### config.mk
export PLATFORM = sky130hd
export DESIGN_NAME = logic_op_pipe
export DESIGN_NICKNAME = d
export VERILOG_FILES = /design/src/rtl/logic_op_pipe.sv
export SDC_FILE = /design/constraint.sdc
export NUM_CORES = 1
export LEC_CHECK = 0
export BUFFER_PORTS_ARGS = -buffer_cell sky130_fd_sc_hd__buf_2
export CELL_PAD_IN_SITES_DETAIL_PLACEMENT = 0
export CELL_PAD_IN_SITES_GLOBAL_PLACEMENT = 1
export CORE_ASPECT_RATIO = 1.75
export CORE_MARGIN = 2
export CORE_UTILIZATION = 40
export CTS_BUF_LIST = sky130_fd_sc_hd__clkbuf_4 sky130_fd_sc_hd__clkbuf_8 sky130_fd_sc_hd__clkbuf_16
export CTS_CLUSTER_DIAMETER = 50
export DETAILED_ROUTE_END_ITERATION = 8
export GPL_TIMING_DRIVEN = 0
export PLACE_DENSITY = 0.84
export SLEW_MARGIN = 30
export SYNTH_ARGS = -nofsm -noshare
export SYNTH_HDL_FRONTEND = slang
export SYNTH_SLANG_ARGS = --single-unit
### constraint.sdc
create_clock -name clk -period 1.36 [get_ports clk]
set_clock_uncertainty 0.15 [all_clocks]
set_input_delay 0.272 -clock clk [delete_from_list [all_inputs] [get_ports clk]]
set_output_delay 0.272 -clock clk [all_outputs]
set_load 0.02 [all_outputs]
### src/rtl/logic_op_pipe.sv
// Elastic valid/ready pipeline computing a registered bitwise AND/OR/XOR/NAND of two operands.
// Optional transfer counter output done_cnt is enabled by defining LOGIC_OP_PIPE_CNT_EN.
module logic_op_pipe #(
    parameter int W     = 8,
    parameter int DEPTH = 2
) (
    input  logic         clk,
    input  logic         reset,
    input  logic         in_valid,
    output logic         in_ready,
    input  logic [W-1:0] a,
    input  logic [W-1:0] b,
    input  logic [1:0]   op,
    output logic         out_valid,
    input  logic         out_ready,
    output logic [W-1:0] q
`ifdef LOGIC_OP_PIPE_CNT_EN
    ,
    output logic [15:0]  done_cnt
`endif
);

    if (DEPTH < 1) begin : g_bad_depth
        $error("logic_op_pipe: DEPTH must be at least 1");
    end
    if (W < 1) begin : g_bad_width
        $error("logic_op_pipe: W must be at least 1");
    end

    logic [DEPTH-1:0] vld_q;
    logic [DEPTH-1:0] vld_d;
    logic [DEPTH-1:0] rdy;
    logic [W-1:0]     d_q [DEPTH];
    logic [W-1:0]     d_d [DEPTH];
    logic [W-1:0]     f_res;

    always_comb begin
        f_res = a & b;
        case (op)
            2'b00:   f_res = a & b;
            2'b01:   f_res = a | b;
            2'b10:   f_res = a ^ b;
            default: f_res = ~(a & b);
        endcase
    end

    // A stage can take new data if it is empty or everything downstream of it moves.
    always_comb begin
        rdy = '0;
        rdy[DEPTH-1] = ~vld_q[DEPTH-1] | out_ready;
        for (int i = DEPTH - 2; i >= 0; i--) begin
            rdy[i] = ~vld_q[i] | rdy[i+1];
        end
    end

    always_comb begin
        vld_d = vld_q;
        d_d   = d_q;
        if (rdy[0]) begin
            vld_d[0] = in_valid;
            if (in_valid) begin
                d_d[0] = f_res;
            end
        end
        for (int i = 1; i < DEPTH; i++) begin
            if (rdy[i]) begin
                vld_d[i] = vld_q[i-1];
                if (vld_q[i-1]) begin
                    d_d[i] = d_q[i-1];
                end
            end
        end
    end

    always_ff @(posedge clk or posedge reset) begin
        if (reset) begin
            vld_q <= '0;
            for (int i = 0; i < DEPTH; i++) begin
                d_q[i] <= '0;
            end
        end else begin
            vld_q <= vld_d;
            for (int i = 0; i < DEPTH; i++) begin
                d_q[i] <= d_d[i];
            end
        end
    end

    assign in_ready  = rdy[0] & ~reset;
    assign out_valid = vld_q[DEPTH-1];
    assign q         = d_q[DEPTH-1];

`ifdef LOGIC_OP_PIPE_CNT_EN
    logic [15:0] done_cnt_q;
    logic [15:0] done_cnt_d;

    // Free-running count of consumer transfers; wraps naturally at 16 bits.
    always_comb begin
        done_cnt_d = done_cnt_q;
        if (vld_q[DEPTH-1] && out_ready) begin
            done_cnt_d = done_cnt_q + 16'd1;
        end
    end

    always_ff @(posedge clk or posedge reset) begin
        if (reset) begin
            done_cnt_q <= '0;
        end else begin
            done_cnt_q <= done_cnt_d;
        end
    end

    assign done_cnt = done_cnt_q;
`endif

endmodule
* After elaboration in Yosys (flattened, before gate mapping)
Index checks and enable logic that the tools add are counted.
Storage, ports and cells: logic and storage cells 20, bits of input ports 22, flip-flop bits (word level) 18
Operators by class: equality and inequality tests 2, multiplexer cells 1, bitwise gates (word level) 10, reduce and logical (&&, ||, !) cells 3
Operators by type and width (count):
- $pmux W8 S3 | 1
- $and A8 B8 Y8 | 1
- $not A8 Y8 | 1
- $or A8 B8 Y8 | 1
- $xor A8 B8 Y8 | 1
- $reduce_and A2 Y1 | 2
- $not A1 Y1 | 3
- $eq A2 B1 Y1 const B | 1
- $eq A2 B2 Y1 const B | 1
- $logic_not A2 Y1 | 1
- $or A1 B1 Y1 | 2
- $and A1 B1 Y1 | 1

* Depth between registers and ports, before layout
Gate-level depths: netlist of the first run.
depth after elaboration 4, mapped depth 5, gate-level depth less buffers 5

* Worst setup path after synthesis of the first run
Ideal clock, no wire load.
kind register to output, start reg vld_q[1], end out in_ready, stages on the path, launching flop included 3, required time 0.938 ns, data arrival time 0.987 ns, slack -0.049 ns, path through dfrtp_1 -> and3b_1 -> nor2_1
On the way: cells in the longest elaborated chain, start to end 4
RTL lines:
- start, declared | RTL line 30 | logic [DEPTH-1:0] vld_q;
- start signal, assigned | RTL line 82 | vld_q <= vld_d;
- $not A1 Y1 | RTL line 50 | rdy[DEPTH-1] = ~vld_q[DEPTH-1] | out_ready;
- $or A1 B1 Y1 | RTL line 50
- $or A1 B1 Y1 | RTL line 52 | rdy[i] = ~vld_q[i] | rdy[i+1];
- $and A1 B1 Y1 | RTL line 89 | assign in_ready = rdy[0] & ~reset;
- end, declared | RTL line 10 | output logic in_ready,
Every way passes these cells.

* Final worst setup path of the first run
start reg vld_q[0], end out in_ready
On the way: cells in the longest elaborated chain, start to end 3
RTL lines (RTL line):
- $not A1 Y1 | 52
- $or A1 B1 Y1 | 52
- $and A1 B1 Y1 | 89
Every way passes these cells.

==> flow_summary.json, run 1 <==
{
  "ioPinCount": 32,
  "track_usage_pct": 15.3,
  "multiInputGateArea_um2": 742,
  "clk_root_buffer_cell": "clkbuf_8",
  "ys_warn_count": 0,
  "antenna_found_initial": 0,
  "p_int_w": 0.00125,
  "period_minus_slack_ps": 1500,
  "cp_max_fo": 2,
  "grt_pass1_vias": 1071,
  "finalCritPeriodShare_pct": 110,
  "drt_iter0_drc": 10,
  "p_leak_nw": 0.852,
  "pwr-share-comb_pct": 36.5,
  "overflow": 0,
  "grt_start_max_net_pins": 19,
  "final_cell_mix": "buf_2 (27), inv_1 (20), dfrtp_1 (18)",
  "yosysSeqAreaShare_pct": 33.8,
  "ys_seq_elements": 18,
  "hold_viol": 0,
  "tightest_slew_ps": 377,
  "ir_drop_v": 0.000368,
  "criticalPathCategory": "register to output pin",
  "synth_area_um2": 1330,
  "wl_um": 2460,
  "endpoint_kind": "output pin",
  "violations": "negative setup slack",
  "finalSetupViolCount": 1,
  "syn_inst": 142,
  "start_kind": "register",
  "slowest_stage": "dfrtp_1",
  "synth_nets": 180,
  "core_um2": 3180,
  "ant_nets": 0,
  "ys_types": 28,
  "status": "complete, but fails checks",
  "die_x_um": 47.6,
  "nets": 219,
  "path_clk_slew_ps": 60,
  "fin_area_um2": 1690,
  "num_rows": 27,
  "required_ps": 940,
  "die_h_um": 80.3,
  "start_util_pct": 41.9,
  "hold_path.class": "primary input to register",
  "diodes": 0,
  "clock_latency_ps": 260,
  "fin_setup_tns_ps": -136,
  "htree_levels": 1,
  "max_cap_violations": 0,
  "syn2layout_area_growth_pct": 27.3,
  "vias": 1087,
  "tritoncts": "done",
  "rsz0062_at_grt": "true",
  "syn_avg_cell_area_um2": 9.38,
  "gp_congestion": 0.747,
  "place.port_buffers": 29,
  "critical_path_arrival_ps": 1070,
  "p_sw_share_pct": 30.1,
  "fillCellCount": 324,
  "fp.dieArea_um2": 3820,
  "setup_slack_ps": -136,
  "powerDensity_nw_per_um2": 1050,
  "drive_gt1_share_pct": 33.3,
  "relSlewSlack_pct": 74.8,
  "wire_per_inst_um": 11.0,
  "crit_chain": "and3b_2 -> nor2_2 -> buf_6",
  "slew_viol_final": 0,
  "drc_errors": 0,
  "cts_buffer_depth": 2,
  "seqCellArea_um2": 450,
  "drtPass1Iterations": 4,
  "layout_commonest_cell": "buf_2",
  "cts_buffers": 3,
  "drt-vias-per-instance": 4.87,
  "slowest_delay_ps": 370,
  "grt_pass1_wl_um": 4220,
  "p_clk_share_pct": 24.1,
  "dp_slack_ps": -73.9,
  "dp_hpwl_um": 2050,
  "hold-worst-slack_ps": 188,
  "pwr-share-seq_pct": 39.4,
  "p_sw_w": 0.000537,
  "fmax_ghz": 0.669,
  "clkSinkCount": 18,
  "placed_cell_area_um2": 1530
}
-- final cells by class --
class	instances	area share, %
plain buffers	13	5.98
clock buffers	4	3.25
inverters	21	4.87
multi-input cells	90	43.8
flip-flops and latches	18	26.6
well taps	43	3.18
repair buffers	34	12.3
-- Yosys cell counts --
cell       n  area share (%)
a31oi_1    4             1.9
a21oi_1    7             2.6
buf_4      8             4.5
o21ai_1    3             1.1
and2_1     1            0.47
buf_6      1            0.85
o211ai_1   3             1.7
nor2_1     5             1.4
a31o_1     1            0.66
nand2_2    1            0.47
dfrtp_1   18              34
a221o_1    2             1.5
o21ai_0    3             1.1
nor2b_1   10             4.7
or2_1      3             1.4
inv_1     21             5.9
nand2b_1   4             1.9
mux2_1     8             6.8
nand3b_1   1            0.56
a211o_1    3             2.0
o31ai_1    6             3.4
o221ai_1   2             1.3
ha_1      16              15
and3b_1    1            0.66
buf_8      1             1.1
buf_2      3             1.1
a21boi_1   1            0.56
nand2_1    5             1.4
-- metrics by stage --
stage,instances,utilization [%],power [W]
6_report,223,53.3,0.00178
3_3_place_gp,214,48.3,0.00127
3_5_place_dp,214,48.3,0.00130
4_1_cts,222,51.7,0.00175
5_1_grt,223,53.3,0.00190
2_1_floorplan,142,-,0.00113
-- sequential cells by signal, indices dropped and copies added, names as in the netlist --
name	cells
vld_q	2
q	8
d_q	8
-- per-layer routing --
layer	part of all wire [%]	GRT usage [%]	vias to the layer above	wire [um]
met1	35	15.0	503	858
met4	3.2	10.5	0	78
met2	58	27.0	25	1430
met5	0	0	-	0
met3	3.6	2.02	7	89
li1	-	-	552	-
-- critical path, delay by kind of cell, from the launching register on --
family	cells	cell delay, ps
flip-flops	1	370
AND/OR/NAND/NOR	2	330
buffers and inverters	1	120
-- power by group through the flow --
stage                     combinational, W  clock, W  sequential [W]
after detailed placement          0.000581         0        0.000718
after global routing              0.000721  0.000462        0.000717
final                             0.000651  0.000429        0.000702
after floorplan                   0.000430         0        0.000701
after global placement            0.000561         0        0.000710
after CTS                         0.000608  0.000437        0.000705
-- logic make-up after synthesis --
group           after synthesis  synth area share, %
compound gates               35                 17.9
fa+ha+maj                    16                 15.0
buf+inv                      34                 13.5
flops                        18                 33.8
mux                           8                 6.77
simple gates                 31                 13.0
-- path summary, 6_finish.rpt --
kind                       startpoint  endpoint  slack (ps)  cells past startpoint
max                          vld_q[0]  in_ready        -140                      3
min                         out_ready  vld_q[1]         190                      3
max reg2reg                  vld_q[1]    d_q[8]          10                      5
min reg2reg                   d_q[12]      q[4]         340                      1
max in group asynchronous       reset      q[7]         360                      3
min in group asynchronous       reset      q[3]         460                      3
-- what timing repair did --
item / 4_1_cts / 5_1_grt
endpoints found under the hold margin: 18 / 0
pin swaps: 2 / 6
endpoints found under the setup margin: 5 / 31
gates resized for setup: 6 / 15
setup buffers: 3 / 1
hold buffers: 1 / 0
(Power assumes the default switching activity.)
==> inputs of run 2 (changes only) <==
--- a/config.mk
+++ b/config.mk
@@ -6,6 +6,7 @@
 export NUM_CORES = 1
 export LEC_CHECK = 0
 export BUFFER_PORTS_ARGS = -buffer_cell sky130_fd_sc_hd__buf_2
+export CAP_MARGIN = 5
 export CELL_PAD_IN_SITES_DETAIL_PLACEMENT = 0
 export CELL_PAD_IN_SITES_GLOBAL_PLACEMENT = 1
 export CORE_ASPECT_RATIO = 1.75
==> constraint.sdc (replaced) <==
create_clock -name clk -period 1.36 [get_ports clk]
set_clock_uncertainty 0.15 [all_clocks]
set_input_delay 0.34 -clock clk [delete_from_list [all_inputs] [get_ports clk]]
set_output_delay 0.34 -clock clk [all_outputs]
set_load 0.02 [all_outputs]
==> run 2 against run 1 <==
Effect of this change: the flow still finishes with violations (negative setup slack); critical path type unchanged; utilization down 1.5 points; combinational power down 6.5%; count of clock-buffer cells in the layout unchanged; worst hold slack worse by 140 ps; cell count shrank 4.0%; highest routed layer unchanged; wire length rose by 0.53%; register-to-register slack gained 40 ps.
==> flow_summary.json, run 2 (synthesis results as in run 1) <==
{
  "setup_slack_ps": -221,
  "core_um2": 3180,
  "ioPinCount": 32,
  "final_cells": 214,
  "die_h_um": 80.3,
  "vias": 1041,
  "gp_congestion": 0.711,
  "startpoint": "vld_q[1]",
  "finalSetupViolCount": 1,
  "tightest_slew_ps": 652,
  "routed-wl-met3_um": 71,
  "status": "complete, but fails checks",
  "required_ps": 870,
  "max_cap_violations": 0,
  "syn2layout_area_growth_pct": 23.8,
  "seqCellArea_um2": 450,
  "clock_latency_ps": 250,
  "fmax_ghz": 0.633,
  "criticalPathCategory": "register to output pin",
  "critical_path_arrival_ps": 1090,
  "reg2regPathDepth": 4,
  "period_minus_slack_ps": 1580,
  "reg2reg_from": "vld_q[1]",
  "p_leak_nw": 0.820,
  "drtPass1Iterations": 4,
  "wire_per_inst_um": 11.5,
  "hold_path.class": "primary input to async pin",
  "cts_buffer_depth": 2,
  "fp.dieArea_um2": 3820,
  "htree_levels": 1,
  "relSlewSlack_pct": 56.5,
  "place.port_buffers": 29,
  "antenna_found_initial": 0,
  "finalCritPeriodShare_pct": 116,
  "ant_nets": 0,
  "wl_met2_um": 1380,
  "endpoint_kind": "output pin",
  "drt-vias-per-instance": 4.86,
  "wl_um": 2470,
  "nets": 210,
  "start_util_pct": 41.9,
  "grt_start_max_net_pins": 19,
  "grt_pass1_wl_um": 4560,
  "final_cell_mix": "buf_2 (23), inv_1 (21), dfrtp_1 (18)",
  "drt_iter0_drc": 7,
  "num_rows": 27,
  "cp_max_fo": 4,
  "track_usage_pct": 16.4,
  "fillCellCount": 332,
  "dpl.cell_count": 214,
  "violations": "negative setup slack",
  "clkSinkCount": 18,
  "clk_root_buffer_cell": "clkbuf_8",
  "hold_viol": 0,
  "diodes": 0,
  "rsz0062_at_grt": "true",
  "top_layer": "met4",
  "cts_buffers": 3,
  "dp_slack_ps": -154,
  "met1Wirelength_um": 939,
  "dp_hpwl_um": 2070,
  "powerDensity_nw_per_um2": 1060,
  "postLayoutCoreUtil_pct": 51.9,
  "fin_setup_tns_ps": -221,
  "multiInputGateArea_um2": 733,
  "power_w": 0.00175,
  "overflow": 0,
  "layout_commonest_cell": "buf_2",
  "r2r_end": "d_q[9]",
  "drc_errors": 0,
  "tritoncts": "done",
  "reg2reg_slack_ps": 50,
  "slew_viol_final": 0,
  "path_clk_slew_ps": 60,
  "postCtsHoldBufs": 0,
  "ir_drop_v": 0.000365,
  "die_x_um": 47.6,
  "drive_gt1_share_pct": 28.7,
  "grt_pass1_vias": 1135,
  "start_kind": "register"
}
## run 2: power by group
group | total (W) | internal (W) | switching (W)
Sequential | 0.000721 | 0.000650 | 0.0000709
Clock | 0.000423 | 0.000257 | 0.000166
Combinational | 0.000609 | 0.000316 | 0.000293
## run 2: final cells by class
type | instances | share of cell area (%)
multi-input combinational | 90 | 44.5
sequential | 18 | 27.3
timing repair buffer | 33 | 14.3
inverter | 21 | 4.78
clock buffer | 4 | 3.34
tap | 43 | 3.26
buffer | 5 | 2.51
## run 2: per-stage QoR
stage	cell area [um^2]	hold WS, ps
floorplan	1340	129
global placement	1540	313
detailed placement	1540	319
CTS	1620	63.0
global route	1650	113
finish	1650	49.9
## run 2: worst max-delay path: stages, from the launching register on
cell and delay [ps]:
dfrtp_1 400, and3b_2 240, nor2_4 80, buf_6 110
## run 2: how the worst max path moves through the flow
stage / slack (ps) / to / cells after the start
2_1_floorplan: 6 / in_ready / 2
3_3_place_gp: -130 / d_q[10] / 5
3_5_place_dp: -150 / d_q[15] / 6
4_1_cts: -230 / in_ready / 3
5_1_grt: -270 / in_ready / 3
6_report: -220 / in_ready / 3
## run 2: metal layers
| metal | up-vias | track usage, % |
|---|---|---|
| met3 | 5 | 1.57 |
| li1 | 531 | - |
| met4 | 0 | 11.4 |
| met5 | - | 0 |
| met1 | 481 | 17.8 |
| met2 | 24 | 27.7 |
## run 2: what timing repair did
item,4_1_cts,5_1_grt
buffers inserted,3,2
resized for setup,22,6
pin swaps,1,0
endpoints found under the setup margin,14,10
